`src/rtl/fetch_sequencer_if.sv`:
```
// Fetch bus between the sequencer, the instruction ROM and decode.
// master: fetch_sequencer side; slave: ROM/decode side.
interface fetch_sequencer_if;
  logic        Stall;
  logic        Redirect;
  logic [31:0] RedirectPC;
  logic        Halt;
  logic [31:0] MemAddr;
  logic [31:0] MemInstr;
  logic [31:0] Instr;
  logic [31:0] InstrPC;
  logic        InstrValid;

  modport master (
    input  Stall,
    input  Redirect,
    input  RedirectPC,
    input  Halt,
    input  MemInstr,
    output MemAddr,
    output Instr,
    output InstrPC,
    output InstrValid
  );

  modport slave (
    output Stall,
    output Redirect,
    output RedirectPC,
    output Halt,
    output MemInstr,
    input  MemAddr,
    input  Instr,
    input  InstrPC,
    input  InstrValid
  );
endinterface

```
`src/rtl/fetch_sequencer.sv`:
```
// PC owner and sync-ROM fetch sequencer for the single-cycle MIPS core.
// FETCH_PERF_EN adds saturating FetchCount/StallCount outputs.
module fetch_sequencer #(
  parameter logic [31:0] RESET_PC = 32'h0000_0000
) (
  input  logic CLK,
  input  logic RST_N,
  fetch_sequencer_if.master bus
`ifdef FETCH_PERF_EN
  ,
  output logic [31:0] FetchCount,
  output logic [31:0] StallCount
`endif
);

  typedef enum logic [1:0] {
    FILL = 2'd0,
    RUN  = 2'd1,
    HALT = 2'd2
  } state_t;

  localparam logic [31:0] RST_PC = {RESET_PC[31:2], 2'b00};

  state_t      state, state_n;
  logic [31:0] fetch_pc, fetch_n;
  logic [31:0] req_pc, req_n;
  logic [31:0] mem_pc, tgt;
  logic        valid, valid_n;
  logic        sel_redir, sel_halt, sel_idle;
  logic        sel_fill, sel_hold, sel_adv;
  logic        quiet;
  logic        unused_ok;

  assign tgt   = {bus.RedirectPC[31:2], 2'b00};
  assign quiet = !bus.Redirect && !bus.Halt;

  // One-hot priority decode: Redirect > Halt > state/Stall
  assign sel_redir = bus.Redirect;
  assign sel_halt  = !bus.Redirect && bus.Halt;
  assign sel_idle  = quiet && (state == HALT);
  assign sel_fill  = quiet && (state == FILL);
  assign sel_hold  = quiet && (state == RUN) && bus.Stall && valid;
  assign sel_adv   = quiet && (state == RUN) && !(bus.Stall && valid);

  always_comb begin
    state_n = state;
    fetch_n = fetch_pc;
    req_n   = req_pc;
    valid_n = valid;
    mem_pc  = fetch_pc;
    unique case (1'b1)
      sel_redir: begin
        mem_pc  = tgt;
        req_n   = tgt;
        fetch_n = tgt + 32'd4;
        state_n = RUN;
        valid_n = 1'b1;
      end
      sel_halt: begin
        mem_pc  = req_pc;
        state_n = HALT;
        valid_n = 1'b0;
      end
      sel_idle: begin
        mem_pc  = req_pc;
        valid_n = 1'b0;
      end
      sel_fill: begin
        mem_pc  = fetch_pc;
        req_n   = fetch_pc;
        fetch_n = fetch_pc + 32'd4;
        state_n = RUN;
        valid_n = 1'b1;
      end
      sel_hold: begin
        mem_pc  = req_pc;
      end
      sel_adv: begin
        mem_pc  = fetch_pc;
        req_n   = fetch_pc;
        fetch_n = fetch_pc + 32'd4;
        valid_n = 1'b1;
      end
      default: begin
        mem_pc  = req_pc;
        state_n = FILL;
        valid_n = 1'b0;
      end
    endcase
  end

  always_ff @(posedge CLK or negedge RST_N) begin
    if (!RST_N) begin
      state    <= FILL;
      fetch_pc <= RST_PC;
      req_pc   <= RST_PC;
      valid    <= 1'b0;
    end else begin
      state    <= state_n;
      fetch_pc <= fetch_n;
      req_pc   <= req_n;
      valid    <= valid_n;
    end
  end

  assign bus.MemAddr    = {2'b00, mem_pc[31:2]};
  assign bus.Instr      = bus.MemInstr;
  assign bus.InstrPC    = req_pc;
  assign bus.InstrValid = valid;
  assign unused_ok      = ^{mem_pc[1:0], bus.RedirectPC[1:0]};

`ifdef FETCH_PERF_EN
  logic consume, stall_hit;

  assign consume   = valid && !bus.Stall && quiet;
  assign stall_hit = valid && bus.Stall;

  always_ff @(posedge CLK or negedge RST_N) begin
    if (!RST_N) begin
      FetchCount <= 32'd0;
      StallCount <= 32'd0;
    end else begin
      if (consume && (FetchCount != 32'hFFFF_FFFF))
        FetchCount <= FetchCount + 32'd1;
      if (stall_hit && (StallCount != 32'hFFFF_FFFF))
        StallCount <= StallCount + 32'd1;
    end
  end
`endif

endmodule

```
`src/flat_wrapper.sv`:
```
// flat-port wrapper written by rule: the top's interface ports become plain ports
module fetch_sequencer_flat 
#(
  parameter logic [31:0] RESET_PC = 32'h0000_0000
)
  (CLK, RST_N, bus_Stall, bus_Redirect, bus_RedirectPC, bus_Halt, bus_MemInstr, bus_MemAddr, bus_Instr, bus_InstrPC, bus_InstrValid);
  fetch_sequencer_if bus_i ();
  input  logic CLK;
  input  logic RST_N;
  input wire logic [$bits(bus_i.Stall)-1:0] bus_Stall;
  input wire logic [$bits(bus_i.Redirect)-1:0] bus_Redirect;
  input wire logic [$bits(bus_i.RedirectPC)-1:0] bus_RedirectPC;
  input wire logic [$bits(bus_i.Halt)-1:0] bus_Halt;
  input wire logic [$bits(bus_i.MemInstr)-1:0] bus_MemInstr;
  output wire logic [$bits(bus_i.MemAddr)-1:0] bus_MemAddr;
  output wire logic [$bits(bus_i.Instr)-1:0] bus_Instr;
  output wire logic [$bits(bus_i.InstrPC)-1:0] bus_InstrPC;
  output wire logic [$bits(bus_i.InstrValid)-1:0] bus_InstrValid;
  assign bus_i.Stall = bus_Stall;
  assign bus_i.Redirect = bus_Redirect;
  assign bus_i.RedirectPC = bus_RedirectPC;
  assign bus_i.Halt = bus_Halt;
  assign bus_i.MemInstr = bus_MemInstr;
  assign bus_MemAddr = bus_i.MemAddr;
  assign bus_Instr = bus_i.Instr;
  assign bus_InstrPC = bus_i.InstrPC;
  assign bus_InstrValid = bus_i.InstrValid;
  fetch_sequencer #(.RESET_PC(RESET_PC)) u_core (.CLK(CLK), .RST_N(RST_N), .bus(bus_i));
endmodule
```
`config.mk`:
```
export PLATFORM = sky130hd
export DESIGN_NAME = fetch_sequencer_flat
export DESIGN_NICKNAME = d
export VERILOG_FILES = /design/src/rtl/fetch_sequencer_if.sv /design/src/rtl/fetch_sequencer.sv /design/src/flat_wrapper.sv
export SDC_FILE = /design/constraint.sdc
export NUM_CORES = 1
export LEC_CHECK = 0
export ABC_AREA = 1
export BUFFER_PORTS_ARGS = -buffer_cell sky130_fd_sc_hd__buf_2
export CAP_MARGIN = 20
export CORE_MARGIN = 5
export CORE_UTILIZATION = 51
export DETAILED_ROUTE_END_ITERATION = 10
export PLACE_DENSITY = 0.8
export SLEW_MARGIN = 20
export SYNTH_ARGS = -nofsm -noshare
export SYNTH_HDL_FRONTEND = slang
export SYNTH_SLANG_ARGS = --single-unit
```
`constraint.sdc`:
```
create_clock -name CLK -period 2.5 [get_ports CLK]
set_input_delay 0.125 -clock CLK [delete_from_list [all_inputs] [get_ports CLK]]
set_output_delay 0.125 -clock CLK [all_outputs]
set_load 0.05 [all_outputs]
```
==> impl_metrics.json <==
{
  "synth_simple_gate_area_share": 0.415,
  "io_pins": 166,
  "final_hpwl_from_detailed_placement_um": 9930,
  "synth-main-ff-cell": "sky130_fd_sc_hd__dfrtp_1",
  "vias": 4547,
  "synth.cells.most_frequent": "252 x sky130_fd_sc_hd__nand2_1, 63 x sky130_fd_sc_hd__dfrtp_1, 63 x sky130_fd_sc_hd__inv_1",
  "fmaxAchievable_mhz": 434,
  "drc": 0,
  "clock_transition_at_the_registers_of_the_reported_paths_ns": 0.08,
  "power_density_mw_per_mm2": 661,
  "proportion_of_synthesized_area_in_mux_cells": 0,
  "cts.path.max_buffers": 2,
  "yosysMostFrequentCell": "sky130_fd_sc_hd__nand2_1",
  "htreeDepth": 3,
  "die_x_um": 106,
  "hold_depth": 2,
  "tritoncts": "yes",
  "timing.reg2reg.setup_slack_ns": 0.21,
  "post-cts-setup-buffers": 0,
  "nets": 806,
  "final.setup_skew_ns": 0.0115,
  "ys_seq_area_frac": 0.337,
  "synth_cell_type_count": 31,
  "placement.setup.worst_slack_ns": 0.207,
  "power_leakage_nw": 2.73,
  "cts.sinks": 63,
  "timing.critical_path.arrival_ns": 2.18,
  "route.detailed.vias_per_inst": 5.34,
  "floorplan.rows": 35,
  "synth_top_cell_area_share": 0.337,
  "clkPwrFrac": 0.282,
  "filler_free_cell_count_of_the_finished_design": 852,
  "number_of_synthesized_register_bits": 63,
  "finalWeightedCongestion": 0.974,
  "post_cts_resize_count": 0,
  "synth_area_mm2": 0.00467,
  "initial_core_util": 0.516,
  "grt_first_pass_wirelength_um": 21300,
  "overflow": 0,
  "drt_iter0_drc": 257,
  "critPathMaxFanout": 31,
  "number_of_global_route_vias_before_repair": 4299,
  "p_sw_frac": 0.422,
  "crit_path_end_kind": "output port",
  "tns_ns": 0,
  "fin_crit_sh": 0.923,
  "worstHoldPathType": "input port to flop",
  "synthXorXnorAreaFrac": 0.00375,
  "cts-buffers-inserted": 9,
  "fin_crit_ns": 2.31,
  "main_combinational_cell_family_by_area_after_synthesis": "simple AND/OR/NAND/NOR gates",
  "synthCells": 680,
  "timing_worst_setup_path_type": "flop to output port",
  "timing.final.max_slew_violations": 0,
  "hp-start": "bus_Halt",
  "track_usage": 0.236,
  "setup_ws_ns": 0.193,
  "fillerInstances": 876,
  "insertedDiodeCount": 0,
  "ys.warnings.count": 0,
  "rsz0062_at_grt": "no",
  "drive_above_1_share": 0.242,
  "yosys-top-cells-area": "sky130_fd_sc_hd__dfrtp_1 34%, sky130_fd_sc_hd__nand2_1 20%, sky130_fd_sc_hd__buf_4 6.7%",
  "synth_top_cell_by_area": "sky130_fd_sc_hd__dfrtp_1",
  "ff2ff_path_depth": 15,
  "seq_power_share": 0.357,
  "setup_viol_count_final": 0,
  "startpoint_type_of_the_worst_setup_path": "flop",
  "dp.cells": 835,
  "post_synth_fa_ha_maj_area_fraction": 0.00268,
  "clock_insertion_delay_worst_skew_ns": 0.35,
  "critical_path.reg2reg.startpoint": "u_core.state[1]",
  "internal_power_mw": 1.99,
  "drtPass1Iterations": 5,
  "peakVddDrop_mv": 0.281,
  "max-slew-margin-rel": 0.534,
  "routed_wirelength_um": 12900,
  "outcome": "finished, final reports clean",
  "timing_hold_violations_final": 0,
  "drv_cap": 0,
  "ys_async_sr_fraction": 1.00,
  "grt_antenna_before_repair": 0,
  "final_ant_viol_nets": 0,
  "core-area_mm2": 0.00906,
  "die_area_mm2": 0.0112,
  "r2r-end": "u_core.fetch_pc[20]",
  "logic_gate_share_of_total_power": 0.361,
  "grt_start_max_net_pins": 44,
  "hold_end": "u_core.bus.InstrValid",
  "synth_enable_flop_cells": 0,
  "worst_slew_pin_slew_ns": 0.699,
  "cp-startpoint": "u_core.state[0]",
  "post_synth.cell_area_avg_um2": 6.87,
  "wire_per_inst_um": 15.1,
  "die_height_um": 106,
  "placement.io_buffers": 95,
  "netSwitchingPower_mw": 1.45,
  "clock_tree.root_cell": "sky130_fd_sc_hd__clkbuf_8",
  "synth-compound-area-share": 0.0840,
  "timing.critical_path.required_ns": 2.38,
  "synthToLayoutAreaGrowth_pct": 11.4
}
==> layer usage <==
layer | GRT usage | part of all wire
met5 | 0 | 0
met4 | 0.0666 | 0.014
met3 | 0.0416 | 0.062
met2 | 0.387 | 0.46
met1 | 0.320 | 0.46
==> power by group through the flow <==
| stage | clock network [mW] | registers, mW | logic (mW) |
|---|---|---|---|
| after floorplan | 0 | 1.46 | 0.863 |
| after global placement | 0 | 1.24 | 1.23 |
| after detailed placement | 0 | 1.25 | 1.24 |
| after CTS | 0.991 | 1.23 | 1.25 |
| after global routing | 1.04 | 1.24 | 1.35 |
| final | 0.969 | 1.23 | 1.24 |
==> placed cells by master (no fill, tap or decap), types with 3 or more instances in the layout <==
cell type / Yosys / final
sky130_fd_sc_hd__nand2_2: 20 / 20
sky130_fd_sc_hd__a22oi_1: 6 / 6
sky130_fd_sc_hd__conb_1: 1 / 4
sky130_fd_sc_hd__o21ai_1: 4 / 5
sky130_fd_sc_hd__buf_12: 0 / 4
sky130_fd_sc_hd__nand3_1: 23 / 23
sky130_fd_sc_hd__nor2_4: 8 / 9
sky130_fd_sc_hd__a31oi_1: 6 / 6
sky130_fd_sc_hd__inv_1: 63 / 63
sky130_fd_sc_hd__nand4_1: 47 / 47
sky130_fd_sc_hd__o22ai_1: 3 / 3
sky130_fd_sc_hd__clkinvlp_4: 0 / 3
sky130_fd_sc_hd__clkbuf_8: 0 / 12
sky130_fd_sc_hd__nand2_1: 252 / 252
sky130_fd_sc_hd__nor2_1: 46 / 45
sky130_fd_sc_hd__o21ai_0: 17 / 16
sky130_fd_sc_hd__dfrtp_1: 63 / 63
sky130_fd_sc_hd__buf_2: 12 / 95
sky130_fd_sc_hd__nand4_2: 3 / 3
sky130_fd_sc_hd__nor2_2: 16 / 16
sky130_fd_sc_hd__buf_4: 42 / 10
sky130_fd_sc_hd__o211ai_1: 23 / 23
==> repair_timing <==
action                                  4_1_cts  5_1_grt
hold buffers                                  1        0
hold endpoints to repair                     27        0
endpoints found under the setup margin        0        1
==> metrics by stage <==
step	hold slack (ns)	utilization	power, mW	cell area [um^2]
2_1_floorplan	-0.171	-	2.32	4690
3_3_place_gp	0.205	0.549	2.47	4980
3_5_place_dp	0.213	0.549	2.49	4980
4_1_cts	0.0312	0.574	3.47	5210
5_1_grt	0.0551	0.574	3.63	5210
6_report	0.0457	0.574	3.44	5210
==> sequential cells by signal, indices dropped and copies added (netlist names) <==
signal / flops
u_core.bus.InstrValid: 1
u_core.fetch_pc: 30
u_core.state: 2
u_core.bus.InstrPC: 30
==> cell type report <==
class / instances / area [um^2] / share of cell area
clock buffers: 12 / 165 / 0.0317
inverters: 64 / 245 / 0.0471
clock inverters: 4 / 52.6 / 0.0101
well taps: 111 / 139 / 0.0267
multi-input cells: 488 / 2390 / 0.459
repair buffers: 110 / 641 / 0.123
flip-flops and latches: 63 / 1580 / 0.303
==> cells by family (layout without fill, tap and decap cells) <==
group,count (synthesis),after routing
AO/OA/AOI/OAI,61,61
XOR/XNOR,2,2
adder cells (fa/ha/maj),1,1
buffers and inverters,132,190
flip-flops,63,63
other,1,4
AND/OR/NAND/NOR,420,420
==> worst max path at each step <==
stage | slack [ns] | endpoint
2_1_floorplan | 0.25 | u_core.bus.InstrPC[2]
3_5_place_dp | 0.21 | u_core.fetch_pc[20]
3_3_place_gp | 0.29 | u_core.fetch_pc[20]
6_report | 0.19 | bus_MemAddr[19]
4_1_cts | 0.17 | bus_MemAddr[19]
5_1_grt | 0.0007 | u_core.fetch_pc[20]
==> critical path, stage by stage, from the launching register on <==
cell,delay [ns]
sky130_fd_sc_hd__dfrtp_1,0.37
sky130_fd_sc_hd__nand3_2,0.16
sky130_fd_sc_hd__nand3_4,0.12
sky130_fd_sc_hd__inv_1,0.06
sky130_fd_sc_hd__buf_4,0.14
sky130_fd_sc_hd__nor2_4,0.21
sky130_fd_sc_hd__buf_12,0.22
sky130_fd_sc_hd__nand2_1,0.08
sky130_fd_sc_hd__o211ai_1,0.12
sky130_fd_sc_hd__buf_2,0.31
Note: power is estimated with default switching activity, not from simulation.
